--- config.mk ---
export PLATFORM = sky130hd
export DESIGN_NAME = priority_sched_ctrl
export DESIGN_NICKNAME = d
export VERILOG_FILES = /design/src/rtl/priority_sched_ctrl_pkg.sv /design/src/rtl/priority_sched_ctrl_pick.sv /design/src/rtl/priority_sched_ctrl.sv
export SDC_FILE = /design/constraint.sdc
export NUM_CORES = 1
export LEC_CHECK = 0
export CAP_MARGIN = 20
export CORE_ASPECT_RATIO = 1.2
export CORE_UTILIZATION = 40
export DETAILED_ROUTE_END_ITERATION = 16
export GPL_TIMING_DRIVEN = 0
export PLACE_DENSITY = 0.85
export SLEW_MARGIN = 20
export SYNTH_ARGS = -nofsm -noshare
export SYNTH_HDL_FRONTEND = slang
export SYNTH_SLANG_ARGS = --single-unit
--- constraint.sdc ---
create_clock -name clk -period 1.8 [get_ports clk]
set_clock_uncertainty 0.1 [all_clocks]
set_input_delay 0.54 -clock clk [delete_from_list [all_inputs] [get_ports clk]]
set_output_delay 0.54 -clock clk [all_outputs]
set_load 0.05 [all_outputs]
--- src/rtl/priority_sched_ctrl_pkg.sv ---
// ---------------------------------------------------------------------------
// priority_sched_ctrl_pkg
//   Shared definitions for the priority scheduler controller:
//     - requester count (fixed at four)
//     - default starvation and timeout constants
//     - controller state encoding
//     - one-hot decode helper used for the completion pulse
// ---------------------------------------------------------------------------
package priority_sched_ctrl_pkg;

    localparam int NREQ           = 4;
    localparam int STARVE_MAX_DEF = 3;
    localparam int TIMEOUT_DEF    = 15;

    typedef enum logic [1:0] {
        ST_IDLE  = 2'd0,
        ST_ARB   = 2'd1,
        ST_ISSUE = 2'd2,
        ST_WAIT  = 2'd3
    } state_t;

    function automatic logic [NREQ-1:0] onehot(input logic [1:0] idx);
        logic [NREQ-1:0] v;
        v      = '0;
        v[idx] = 1'b1;
        return v;
    endfunction

endpackage

--- src/rtl/priority_sched_ctrl_pick.sv ---
// ---------------------------------------------------------------------------
// sched_pick
//   Combinational 4:2 winner select.
//   A starved requester always wins, lowest starved index first; otherwise
//   the highest requesting index wins (index 3 has top priority).
//   Ports:
//     req     in  [3:0]  active requests
//     starved in  [3:0]  requesters whose age has reached the promotion limit
//     idx     out [1:0]  winning index (0 when valid is low)
//     valid   out        at least one request present
// ---------------------------------------------------------------------------
module sched_pick
    import priority_sched_ctrl_pkg::*;
(
    input  logic [NREQ-1:0] req,
    input  logic [NREQ-1:0] starved,
    output logic [1:0]      idx,
    output logic            valid
);

    logic [NREQ-1:0] starved_req;

    // A starved flag without a live request must never steal the grant.
    assign starved_req = starved & req;

    // NOTE: every output of a combinational block gets a default first so no
    // path through the block leaves it unassigned and infers a latch.
    always_comb begin
        idx   = '0;
        valid = |req;
        if (|starved_req) begin
            // Descending scan: the last hit is the lowest starved index.
            for (int i = NREQ - 1; i >= 0; i--) begin
                if (starved_req[i]) idx = 2'(i);
            end
        end else begin
            // Ascending scan: the last hit is the highest requesting index.
            for (int i = 0; i < NREQ; i++) begin
                if (req[i]) idx = 2'(i);
            end
        end
    end

endmodule

--- src/rtl/priority_sched_ctrl.sv ---
// ---------------------------------------------------------------------------
// priority_sched_ctrl
//   Four-requester scheduler in front of a single processing unit.
//   IDLE -> ARB (pick winner, latch its data) -> ISSUE (start strobe)
//   -> WAIT (completion or timeout) -> IDLE.
//   Losing requesters age; one that has lost STARVE_MAX arbitrations is
//   promoted above the fixed priority order.
//   Parameters:
//     DW          data width per requester
//     STARVE_MAX  lost arbitrations before promotion (1..3)
//     TIMEOUT     WAIT cycles tolerated before abort
//   Ports:
//     clk       in            rising-edge clock
//     rst       in            asynchronous active-high reset
//     req       in  [3:0]     level request per requester, held until ack
//     din       in  [4*DW-1:0] requester data, requester n at [n*DW +: DW]
//     ack       out [3:0]     one-cycle completion pulse to granted requester
//     dp_start  out           one-cycle issue strobe to the processing unit
//     dp_sel    out [1:0]     index of the granted requester
//     dp_data   out [DW-1:0]  latched data of the granted requester
//     dp_done   in            completion pulse from the processing unit
//     busy      out           high in every state except IDLE
//     err       out           one-cycle timeout pulse
// ---------------------------------------------------------------------------
module priority_sched_ctrl
    import priority_sched_ctrl_pkg::*;
#(
    parameter int DW         = 8,
    parameter int STARVE_MAX = STARVE_MAX_DEF,
    parameter int TIMEOUT    = TIMEOUT_DEF
) (
    input  logic              clk,
    input  logic              rst,
    input  logic [NREQ-1:0]   req,
    input  logic [NREQ*DW-1:0] din,
    output logic [NREQ-1:0]   ack,
    output logic              dp_start,
    output logic [1:0]        dp_sel,
    output logic [DW-1:0]     dp_data,
    input  logic              dp_done,
    output logic              busy,
    output logic              err
);

    localparam int              TW      = $clog2(TIMEOUT + 1);
    localparam logic [1:0]      AGE_MAX = 2'(STARVE_MAX);
    localparam logic [TW-1:0]   TO_LAST = TW'(TIMEOUT);

    state_t                 state;
    state_t                 state_nxt;
    logic [NREQ-1:0][1:0]   age;
    logic [NREQ-1:0]        starved;
    logic [1:0]             pick_idx;
    logic                   pick_valid;
    logic [TW-1:0]          tcnt;
    logic                   timeout_hit;

    // ---------------------------------------------------------------------
    // Winner select
    // ---------------------------------------------------------------------
    always_comb begin
        starved = '0;
        for (int i = 0; i < NREQ; i++) begin
            starved[i] = req[i] && (age[i] == AGE_MAX);
        end
    end

    sched_pick u_pick (
        .req     (req),
        .starved (starved),
        .idx     (pick_idx),
        .valid   (pick_valid)
    );

    // ---------------------------------------------------------------------
    // Controller FSM
    // ---------------------------------------------------------------------
    // Counter saturates at TIMEOUT, so WAIT lasts TIMEOUT+1 cycles at most.
    assign timeout_hit = (tcnt == TO_LAST);

    always_comb begin
        state_nxt = state;
        unique case (state)
            ST_IDLE:  if (|req) state_nxt = ST_ARB;
            // Request withdrawn between IDLE and ARB: back out with no grant.
            ST_ARB:   state_nxt = pick_valid ? ST_ISSUE : ST_IDLE;
            ST_ISSUE: state_nxt = ST_WAIT;
            ST_WAIT:  if (dp_done || timeout_hit) state_nxt = ST_IDLE;
            default:  state_nxt = ST_IDLE;
        endcase
    end

    // NOTE: all clocked state below uses non-blocking assignments so every
    // register sees pre-edge values of the others, independent of ordering.
    always_ff @(posedge clk or posedge rst) begin
        if (rst) state <= ST_IDLE;
        else     state <= state_nxt;
    end

    // Decoded straight from the state register; reset forces IDLE, which
    // drives both low without any extra gating.
    assign dp_start = (state == ST_ISSUE);
    assign busy     = (state != ST_IDLE);

    // ---------------------------------------------------------------------
    // Grant datapath: selected index and data, stable until the next grant
    // ---------------------------------------------------------------------
    // NOTE: the data register is reset as well, because the interface
    // guarantees dp_data reads zero out of reset.
    always_ff @(posedge clk or posedge rst) begin
        if (rst) begin
            dp_sel  <= '0;
            dp_data <= '0;
        end else if (state == ST_ARB && pick_valid) begin
            dp_sel  <= pick_idx;
            dp_data <= din[pick_idx*DW +: DW];
        end
    end

    // ---------------------------------------------------------------------
    // Age counters: only move on an ARB cycle that actually grants
    // ---------------------------------------------------------------------
    always_ff @(posedge clk or posedge rst) begin
        if (rst) begin
            age <= '0;
        end else if (state == ST_ARB && pick_valid) begin
            for (int i = 0; i < NREQ; i++) begin
                if (!req[i] || pick_idx == 2'(i)) begin
                    age[i] <= '0;
                end else if (age[i] != AGE_MAX) begin
                    age[i] <= age[i] + 2'd1;
                end
            end
        end
    end

    // ---------------------------------------------------------------------
    // WAIT timer and completion / error pulses
    // ---------------------------------------------------------------------
    always_ff @(posedge clk or posedge rst) begin
        if (rst) begin
            tcnt <= '0;
            ack  <= '0;
            err  <= 1'b0;
        end else begin
            ack <= '0;
            err <= 1'b0;
            if (state == ST_ISSUE) begin
                tcnt <= '0;
            end else if (state == ST_WAIT) begin
                // Completion wins over a timeout landing on the same cycle.
                if (dp_done) begin
                    ack <= onehot(dp_sel);
                end else if (timeout_hit) begin
                    err <= 1'b1;
                end else begin
                    tcnt <= tcnt + 1'b1;
                end
            end
        end
    end

endmodule
## Word level (Yosys, flattened, before mapping)

Cells that the tools add are included.

- Register bits: 29
- Input bits: 39
- Output and inout bits: 17
- Word-level logic and storage cells: 102

- Add/sub/neg operators: 5
- Order comparisons: 2
- Eq/ne operators: 19
- Shift-type cells: 1
- Multiplexer cells: 33
- Bitwise operators: 1
- Reductions and logical operators: 31

Operators by type and width:

| cell | number |
|---|---|
| two-way mux 2 bit | 18 |
| variable part select 32 x 6 -> 8 bit | 1 |
| two-way mux 4 bit | 7 |
| == test 2 bit (second input constant) | 8 |
| != test 2 bit (second input constant) | 8 |
| nonzero test 2 bit | 6 |
| AND reduction 2 bit | 5 |
| adder 2 x 1 -> 2 bit (second input constant) | 4 |
| one-hot mux 2 bit (4 select lines) | 1 |
| OR reduction 4 bit | 2 |
| logical AND 1 bit | 6 |
| two-way mux 1 bit | 6 |
| logical OR 1 bit | 5 |
| adder 4 x 1 -> 4 bit (second input constant) | 1 |
| bitwise AND 4 bit | 1 |
| == test 2 x 1 -> 1 bit (second input constant) | 2 |
| == test 4 bit (second input constant) | 1 |
| zero test 1 bit | 4 |
| zero test 2 bit | 2 |
| less-than comparator 2 x 3 -> 1 bit (second input constant) | 1 |
| AND reduction 3 bit | 1 |
| demux 1 bit (select 2 bit) | 1 |
| >= comparator 2 x 1 -> 1 bit (second input constant) | 1 |

## Logic depth before layout (Yosys ltp)

Gate-level depths: netlist of run 1.

- Depth after elaboration: 12
- Gate-level depth with buffers: 7
- Gate-level depth less buffers: 5

## Modules after synthesis

From an unflattened synthesis of run 1, not the netlist that was laid out.

- Cell total of the unflattened synthesis: 127
- Area total of the unflattened synthesis: 1,567.8 µm²

By module, submodules not included:

| module | times used | cells an instance | area each (µm²) | sequential area each (µm²) |
|---|---|---|---|---|
| priority_sched_ctrl | 1 | 119 | 1,525.2 | 725.7 |
| sched_pick | 1 | 8 | 42.5 | 0.0 |

## Worst setup path after synthesis of run 1

No wires, ideal clock.

- Path kind: input to register
- From: in req[1]
- To: reg age[4] (netlist bit)
- Library setup time: 0.125 ns
- Arrival: 1.669 ns
- Required time: 1.575 ns
- Slack: -0.093 ns
- Cell stages on the path: 6
- Path buffers: 2
- Path through: buf_6 > or4_4 > buf_6 > nand2_8 > a2111oi_2 > mux2_2

- Word-level cells in the longest chain between the ends: 9

RTL lines:

| what | line | source |
|---|---|---|
| start, declared | priority_sched_ctrl.sv:34 | `input logic [NREQ-1:0] req,` |
| logical AND 1 bit | priority_sched_ctrl.sv:64 | `starved[i] = req[i] && (age[i] == AGE_MAX);` |
| bitwise AND 4 bit | priority_sched_ctrl_pick.sv:24 | `assign starved_req = starved & req;` |
| two-way mux 2 bit (2 in series) | priority_sched_ctrl_pick.sv:34 | `if (starved_req[i]) idx = 2'(i);` |
| two-way mux 2 bit | priority_sched_ctrl_pick.sv:31 | `if (\|starved_req) begin` |
| == test 2 bit | priority_sched_ctrl.sv:128 | `if (!req[i] \|\| pick_idx == 2'(i)) begin` |
| logical OR 1 bit | priority_sched_ctrl.sv:128 |  |
| nonzero test 2 bit (no source line) | -- |  |
| AND reduction 2 bit (no source line) | -- |  |
| end signal, assigned by index | priority_sched_ctrl.sv:131 | `age[i] <= age[i] + 2'd1;` |
| end, declared | priority_sched_ctrl.sv:51 | `logic [NREQ-1:0][1:0] age;` |

Several ways; a longest one is shown, not always the timed one.
A chain may end at the register's enable or synchronous reset.

==> flow_metrics.tcl, run 1 <==
set metrics [dict create \
    status "finished with violations" \
    failed_checks "negative setup slack" \
    peakVddDrop_mv 0.700 \
    cts_buffers 3 \
    syn_area_per_cell_um2 9.51 \
    final-setup-viol-count 1 \
    cp_slowest_stage_delay_ps 420 \
    holdWs_ps 384 \
    synth_largest_area_cell "dfrtp_1" \
    cp_slowest_cell "dfrtp_1" \
    dr_total_vias 1656 \
    gp_congestion 0.855 \
    synth_edf_count 0 \
    cts-root-buf "clkbuf_8" \
    cts_tree "built" \
    crit_type "reg -> out" \
    drv_slew 0 \
    finalHoldViolCount 0 \
    dieArea_um2 4230 \
    clock_latency_ps 270 \
    port_buffers 54 \
    clockBufferDepth 2 \
    grt_pass1_wl_um 6950 \
    grt_overflow 0 \
    power.density_nw_per_um2 1360 \
    worst_slew_pin_slew_ps 926 \
    crit_buf_inv 2 \
    area_delta_synth_final_pct 60.9 \
    wire_per_inst_um 16.1 \
    ys_warn_count 0 \
    rows 24 \
    drt_first_iter_violations 61 \
    diodes 0 \
    die_y_um 71.0 \
    fp.dieW_um 59.5 \
    ys.flop_type "dfrtp_1" \
    r2r_end "dp_data[1]$_DFFE_PP0P_" \
    grt_start_max_net_pins 28 \
    nets 281 \
    final.setup.tns_ps -52.7 \
    dp_hpwl_um 3030 \
    async_flop_share 1.00 \
    postLayoutSetupSlackWorst_ps -52.7 \
    r2r_start "age[1]$_DFFE_PP0P_" \
    htreeDepth 1 \
    path_cells "buf_8, or2_4, buf_8" \
    ys_seq_area_frac 0.426 \
    drc 0 \
    synthCells 167 \
    maxCapViolCount 0 \
    synth_fp_nets 210 \
    crit_cells 3 \
    regArea_um2 676 \
    rsz0062_at_grt "yes" \
    antenna_left 0 \
    start_util 0.426 \
    netlist_top_cells_area "dfrtp_1, nand2_1, o31ai_1" \
    ys_ff_latch 27 \
    fill_cells 279 \
    ys_types 41 \
    hold_path_class "reg -> reg" \
    arrival_ps 1210 \
    p_leak_uw 0.00108 \
    period_minus_slack_ps 1850 \
    endpoint "busy" \
    cp.required_ps 1160 \
    routed_wl_um 4660 \
    ios 56 \
    crit_path_end_kind "primary output" \
    core-area_um2 3720 \
    placed_area_um2 2210 \
    grtUsageTotal 0.214 \
    whs_path_depth 2 \
    fin_crit_sh 1.03 \
    drive_gt1_frac 0.321 \
    regToRegSetupSlack_ps 50 \
    clk_pin_slew_ps 90 \
    reg2regPathDepth 6 \
    syn_area_um2 1590 \
    cts_sinks 27 \
    vias_per_cell 5.73 \
    cpMostUsedCell "buf_8" \
    worstSetupStartpointType "flop" \
    totalPowerFinal_uw 3470 \
    hold_buffers 0 \
    multi_input_area_um2 1050 \
    path_max_fanout 5 \
    final_area_um2 2550 \
    grt_pass1_vias 1580 \
    antenna_found_initial 0 \
    yosysTopAreaCellShare 0.426 \
    firstDrtPassIters 4 \
    crit_family "flip-flops" \
    fmax_ghz 0.540 \
    maxSlewHeadroom 0.379 \
]
==> layout make-up <==
class / count / area share
timing repair buffer: 67 / 0.236
buffer: 8 / 0.0338
clock buffer: 3 / 0.0162
clock inverter: 1 / 0.00294
multi-input combinational: 124 / 0.411
tap: 52 / 0.0255
sequential: 27 / 0.264
inverter: 7 / 0.0103
==> power breakdown <==
group	leakage, uW	internal (uW)	switching, uW
logic	0.000706	846	1250
clock network	0.0000217	157	192
registers	0.000347	837	190
==> flip-flops by register name, indices dropped and copies added (netlist names), named ones only <==
register  flops
ack           4
age           6
dp_data       8
dp_sel        2
err           1
state         1
tcnt          4
==> worst reg2reg max path, delay by kind of cell, from the launching register on <==
kind / cells / cell delay (ps)
AOI/OAI and AO/OA: 3 / 570
adders and majority gates: 1 / 190
buffers and inverters: 1 / 190
DFF: 1 / 420
and+or+nand+nor: 1 / 180
==> worst min path at each step <==
stage | slack (ps) | startpoint | to
4_1_cts | 380 | dp_data[5]$_DFFE_PP0P_ | dp_data[5]$_DFFE_PP0P_
6_report | 380 | dp_data[5]$_DFFE_PP0P_ | dp_data[5]$_DFFE_PP0P_
3_5_place_dp | 370 | dp_data[5]$_DFFE_PP0P_ | dp_data[5]$_DFFE_PP0P_
5_1_grt | 410 | dp_data[5]$_DFFE_PP0P_ | dp_data[5]$_DFFE_PP0P_
3_3_place_gp | 360 | dp_data[1]$_DFFE_PP0P_ | dp_data[1]$_DFFE_PP0P_
2_1_floorplan | 350 | age[1]$_DFFE_PP0P_ | age[1]$_DFFE_PP0P_
==> cells by family (layout without fill, tap and decap cells) <==
kind of cell / after synthesis / after routing / share of synthesized area
AND/OR/NAND/NOR: 67 / 68 / 0.222
AO/OA/AOI/OAI: 50 / 51 / 0.254
flip-flops: 27 / 27 / 0.426
buffers and inverters: 18 / 86 / 0.0599
adder cells (fa/ha/maj): 4 / 4 / 0.0315
multiplexers: 1 / 1 / 0.00709
==> timing repair <==
item / 4_1_cts / 5_1_grt
gates cloned: 1 / 3
resized for setup: 83 / 36
pin swaps: 4 / 13
endpoints found under the setup margin: 35 / 25
buffers inserted: 3 / 8
==> synth_stat cells (all sizes together) (2+ instances only) <==
| cell type | n |
|---|---|
| a31oi | 2 |
| inv | 7 |
| nand4 | 4 |
| dfrtp | 27 |
| ha | 4 |
| o21ai | 6 |
| or2 | 3 |
| a22o | 4 |
| nand2 | 26 |
| a21oi | 2 |
| o31ai | 10 |
| a2111oi | 9 |
| a221oi | 8 |
| a31o | 2 |
| buf | 7 |
| a22oi | 2 |
| nor2b | 8 |
| clkbuf | 4 |
| a2bb2oi | 2 |
| nor2 | 5 |
| and3 | 8 |
| nand3 | 5 |
| nor3 | 4 |
==> metrics by stage <==
step / utilization / setup slack (ps) / std cells
after floorplan: - / -15.3 / 167
after global placement: 0.595 / -728 / 273
after detailed placement: 0.595 / -759 / 273
after CTS: 0.649 / -145 / 278
after global routing: 0.686 / -81.8 / 289
final: 0.686 / -52.7 / 289
==> layout by cell type, fill, tap and decap left out, types with 3 or more instances in the layout <==
cell type and n:
and3_1 5, a22o_1 3, clkdlybuf4s50_1 34, buf_4 12, o21ai_0 3, buf_2 3
clkdlybuf4s15_1 3, nor2b_1 8, a2111oi_1 4, clkbuf_2 7, a221oi_2 6, nand2_1 22
o21ai_1 3, nand3_1 5, clkbuf_8 3, nor2_1 4, nand4_1 4, buf_8 3
inv_1 5, buf_6 6, clkdlybuf4s15_2 4, nor3_1 4, o31ai_1 10, and3_4 3
dfrtp_1 27
==> layer usage <==
metal  up-vias  global-route usage  wire length (um)  part of all wire
li1        779                   -                 -                 -
met3         6              0.0384               233             0.050
met2        70               0.357              2390              0.51
met1       801               0.278              1980              0.42
met5         -                   0                 0                 0
met4         0              0.0646                62             0.013
No activity file was read; power rests on OpenSTA's default activity.
==> run 2, diff against run 1 <==
--- a/config.mk
+++ b/config.mk
@@ -9,7 +9,6 @@
 export CORE_ASPECT_RATIO = 1.2
 export CORE_UTILIZATION = 40
 export DETAILED_ROUTE_END_ITERATION = 16
-export GPL_TIMING_DRIVEN = 0
 export PLACE_DENSITY = 0.85
 export SLEW_MARGIN = 20
 export SYNTH_ARGS = -nofsm -noshare
==> run 2 against run 1 <==
  * The flow still finishes with violations (negative setup slack)
  * Via count is 0.12% higher
  * Count of clock-buffer cells in the layout stayed put
  * Register-to-register slack worse by 70 ps
  * First-iteration DRC count is 13% higher
  * Die area stayed put
  * Design area is 7.5% higher
  * Utilization is 5.2 points higher
  * Flip-flop and latch count stayed put
  * Setup slack better by 36 ps
  * Global-route usage is 2.1 points higher
  * Critical endpoint is now dp_data[4]$_DFFE_PP0P_
==> flow_metrics.tcl, run 2 (synthesized netlist as in run 1, its figures left out) <==
set metrics [dict create \
    drc 0 \
    drive_gt1_frac 0.350 \
    fin_crit_sh 1.01 \
    cts_sinks 27 \
    failed_checks "negative setup slack" \
    cp_slowest_stage_delay_ps 430 \
    core-area_um2 3720 \
    maxCapViolCount 0 \
    largestRegisters "dp_data (8), age (6)" \
    worstSetupStartpointType "flop" \
    firstDrtPassIters 4 \
    reg2regPathDepth 6 \
    grt_pass1_vias 1674 \
    vias_per_cell 5.62 \
    fmax_ghz 0.550 \
    holdWs_ps 430 \
    routed_wl_um 4870 \
    p_leak_uw 0.00117 \
    clockBufferDepth 2 \
    area_delta_synth_final_pct 73.0 \
    gp_congestion 0.769 \
    largest_reg_flops 8 \
    grt_overflow 0 \
    crit_buf_inv 1 \
    die_y_um 71.0 \
    cts_tree "built" \
    start_util 0.426 \
    dp_hpwl_um 3320 \
    cp_slowest_cell "dfrtp_1" \
    cts-root-buf "clkbuf_8" \
    dr_total_vias 1658 \
    drv_slew 0 \
    grt_start_max_net_pins 28 \
    antenna_found_initial 0 \
    fill_cells 249 \
    crit_family "compound AO/OA/AOI/OAI gates" \
    pre_cts_slack_ps -622 \
    grt_pass1_wl_um 7600 \
    maxSlewHeadroom 0.648 \
    cts_buffers 3 \
    final-setup-viol-count 3 \
    hold_path_class "reg -> reg" \
    period_minus_slack_ps 1820 \
    port_buffers 55 \
    diodes 0 \
    postLayoutSetupSlackWorst_ps -16.9 \
    whs_path_depth 1 \
    finalHoldViolCount 0 \
    drt_first_iter_violations 69 \
    clock_latency_ps 290 \
    path_max_fanout 16 \
    path_cells "ha_4, a2bb2oi_2, buf_12, nor2b_1, a2111oi_1, o31ai_1" \
    grtUsageTotal 0.235 \
    stdcell_count 295 \
    multi_input_area_um2 993 \
    crit_type "reg -> reg" \
    wire_per_inst_um 16.5 \
    top_register "dp_data" \
    dpl.cell_count 285 \
    dieArea_um2 4230 \
    rsz0062_at_grt "yes" \
    layout_common_cells "clkdlybuf4s50_1, buf_4, dfrtp_1, nand2_1, buf_12" \
    crit_path_end_kind "flop" \
    nets 287 \
    antenna_left 0 \
    crit_cells 6 \
    final_common_cell "clkdlybuf4s50_1" \
    htreeDepth 1 \
    power.density_nw_per_um2 1420 \
    arrival_ps 1880 \
    fp.dieW_um 59.5 \
    rows 24 \
    ios 56 \
    regArea_um2 678 \
    clk_pin_slew_ps 100 \
    cp.required_ps 1860 \
    peakVddDrop_mv 0.802 \
    status "finished with violations" \
    final_core_util 0.738 \
    worst_slew_pin_slew_ps 529 \
]
run 2: changes by cell type in the layout (fill, tap and decap cells not counted), moves of 3 or more:
cell             previous run  this run
a2111oi_2                   2         5
and3_1                      5         8
and3_4                      3         0
buf_12                      0        17
buf_2                       3         0
buf_4                      12        26
buf_6                       6         1
clkbuf_2                    7         1
clkdlybuf4s15_1             3         0
run 2: repair_timing:
action	4_1_cts	5_1_grt
hold buffers	0	0
endpoints found under the setup margin	20	15
resized for setup	30	20
pin swaps	3	6
buffers inserted	2	4
run 2: path summary, 6_finish.rpt:
check,startpoint,to,slack (ps)
setup / recovery,age[3]$_DFFE_PP0P_,dp_data[4]$_DFFE_PP0P_,-20
setup reg to reg,age[3]$_DFFE_PP0P_,dp_data[4]$_DFFE_PP0P_,-20
hold reg to reg,age[5]$_DFFE_PP0P_,age[5]$_DFFE_PP0P_,430
min in group asynchronous,rst,age[1]$_DFFE_PP0P_,510
hold / removal,age[5]$_DFFE_PP0P_,age[5]$_DFFE_PP0P_,430
max in group asynchronous,rst,state[0]$_DFFE_PP0P_,810
run 2: layout make-up:
class,count,area share
Timing Repair Buffer,83,0.342
Clock inverter,1,0.00182
Tap cell,52,0.0237
Sequential cell,27,0.247
Clock buffer,3,0.0150
Inverter,7,0.00956
Multi-Input combinational cell,122,0.362
run 2: metrics by stage:
step / instance area (um2) / total power [uW] / TNS (ps)
after floorplan: 1610 / 2240 / -15.3
after global placement: 2490 / 3210 / -8500
after detailed placement: 2490 / 3270 / -9340
after CTS: 2630 / 3740 / 0
after global routing: 2750 / 4110 / -529
final: 2750 / 3890 / -41.9
run 2: power by group:
part	switching [uW]	leakage (uW)	internal [uW]	total (uW)
Combinational	1240	0.000798	1190	2420
Clock	203	0.0000255	156	359
Sequential	268	0.000345	843	1110
run 2: routing by layer:
layer | share of wire | vias to the layer above | GRT usage
li1 | - | 784 | -
met1 | 0.42 | 807 | 0.300
met2 | 0.52 | 58 | 0.397
met3 | 0.049 | 9 | 0.0347
met4 | 0.017 | 0 | 0.0853
met5 | 0 | - | 0
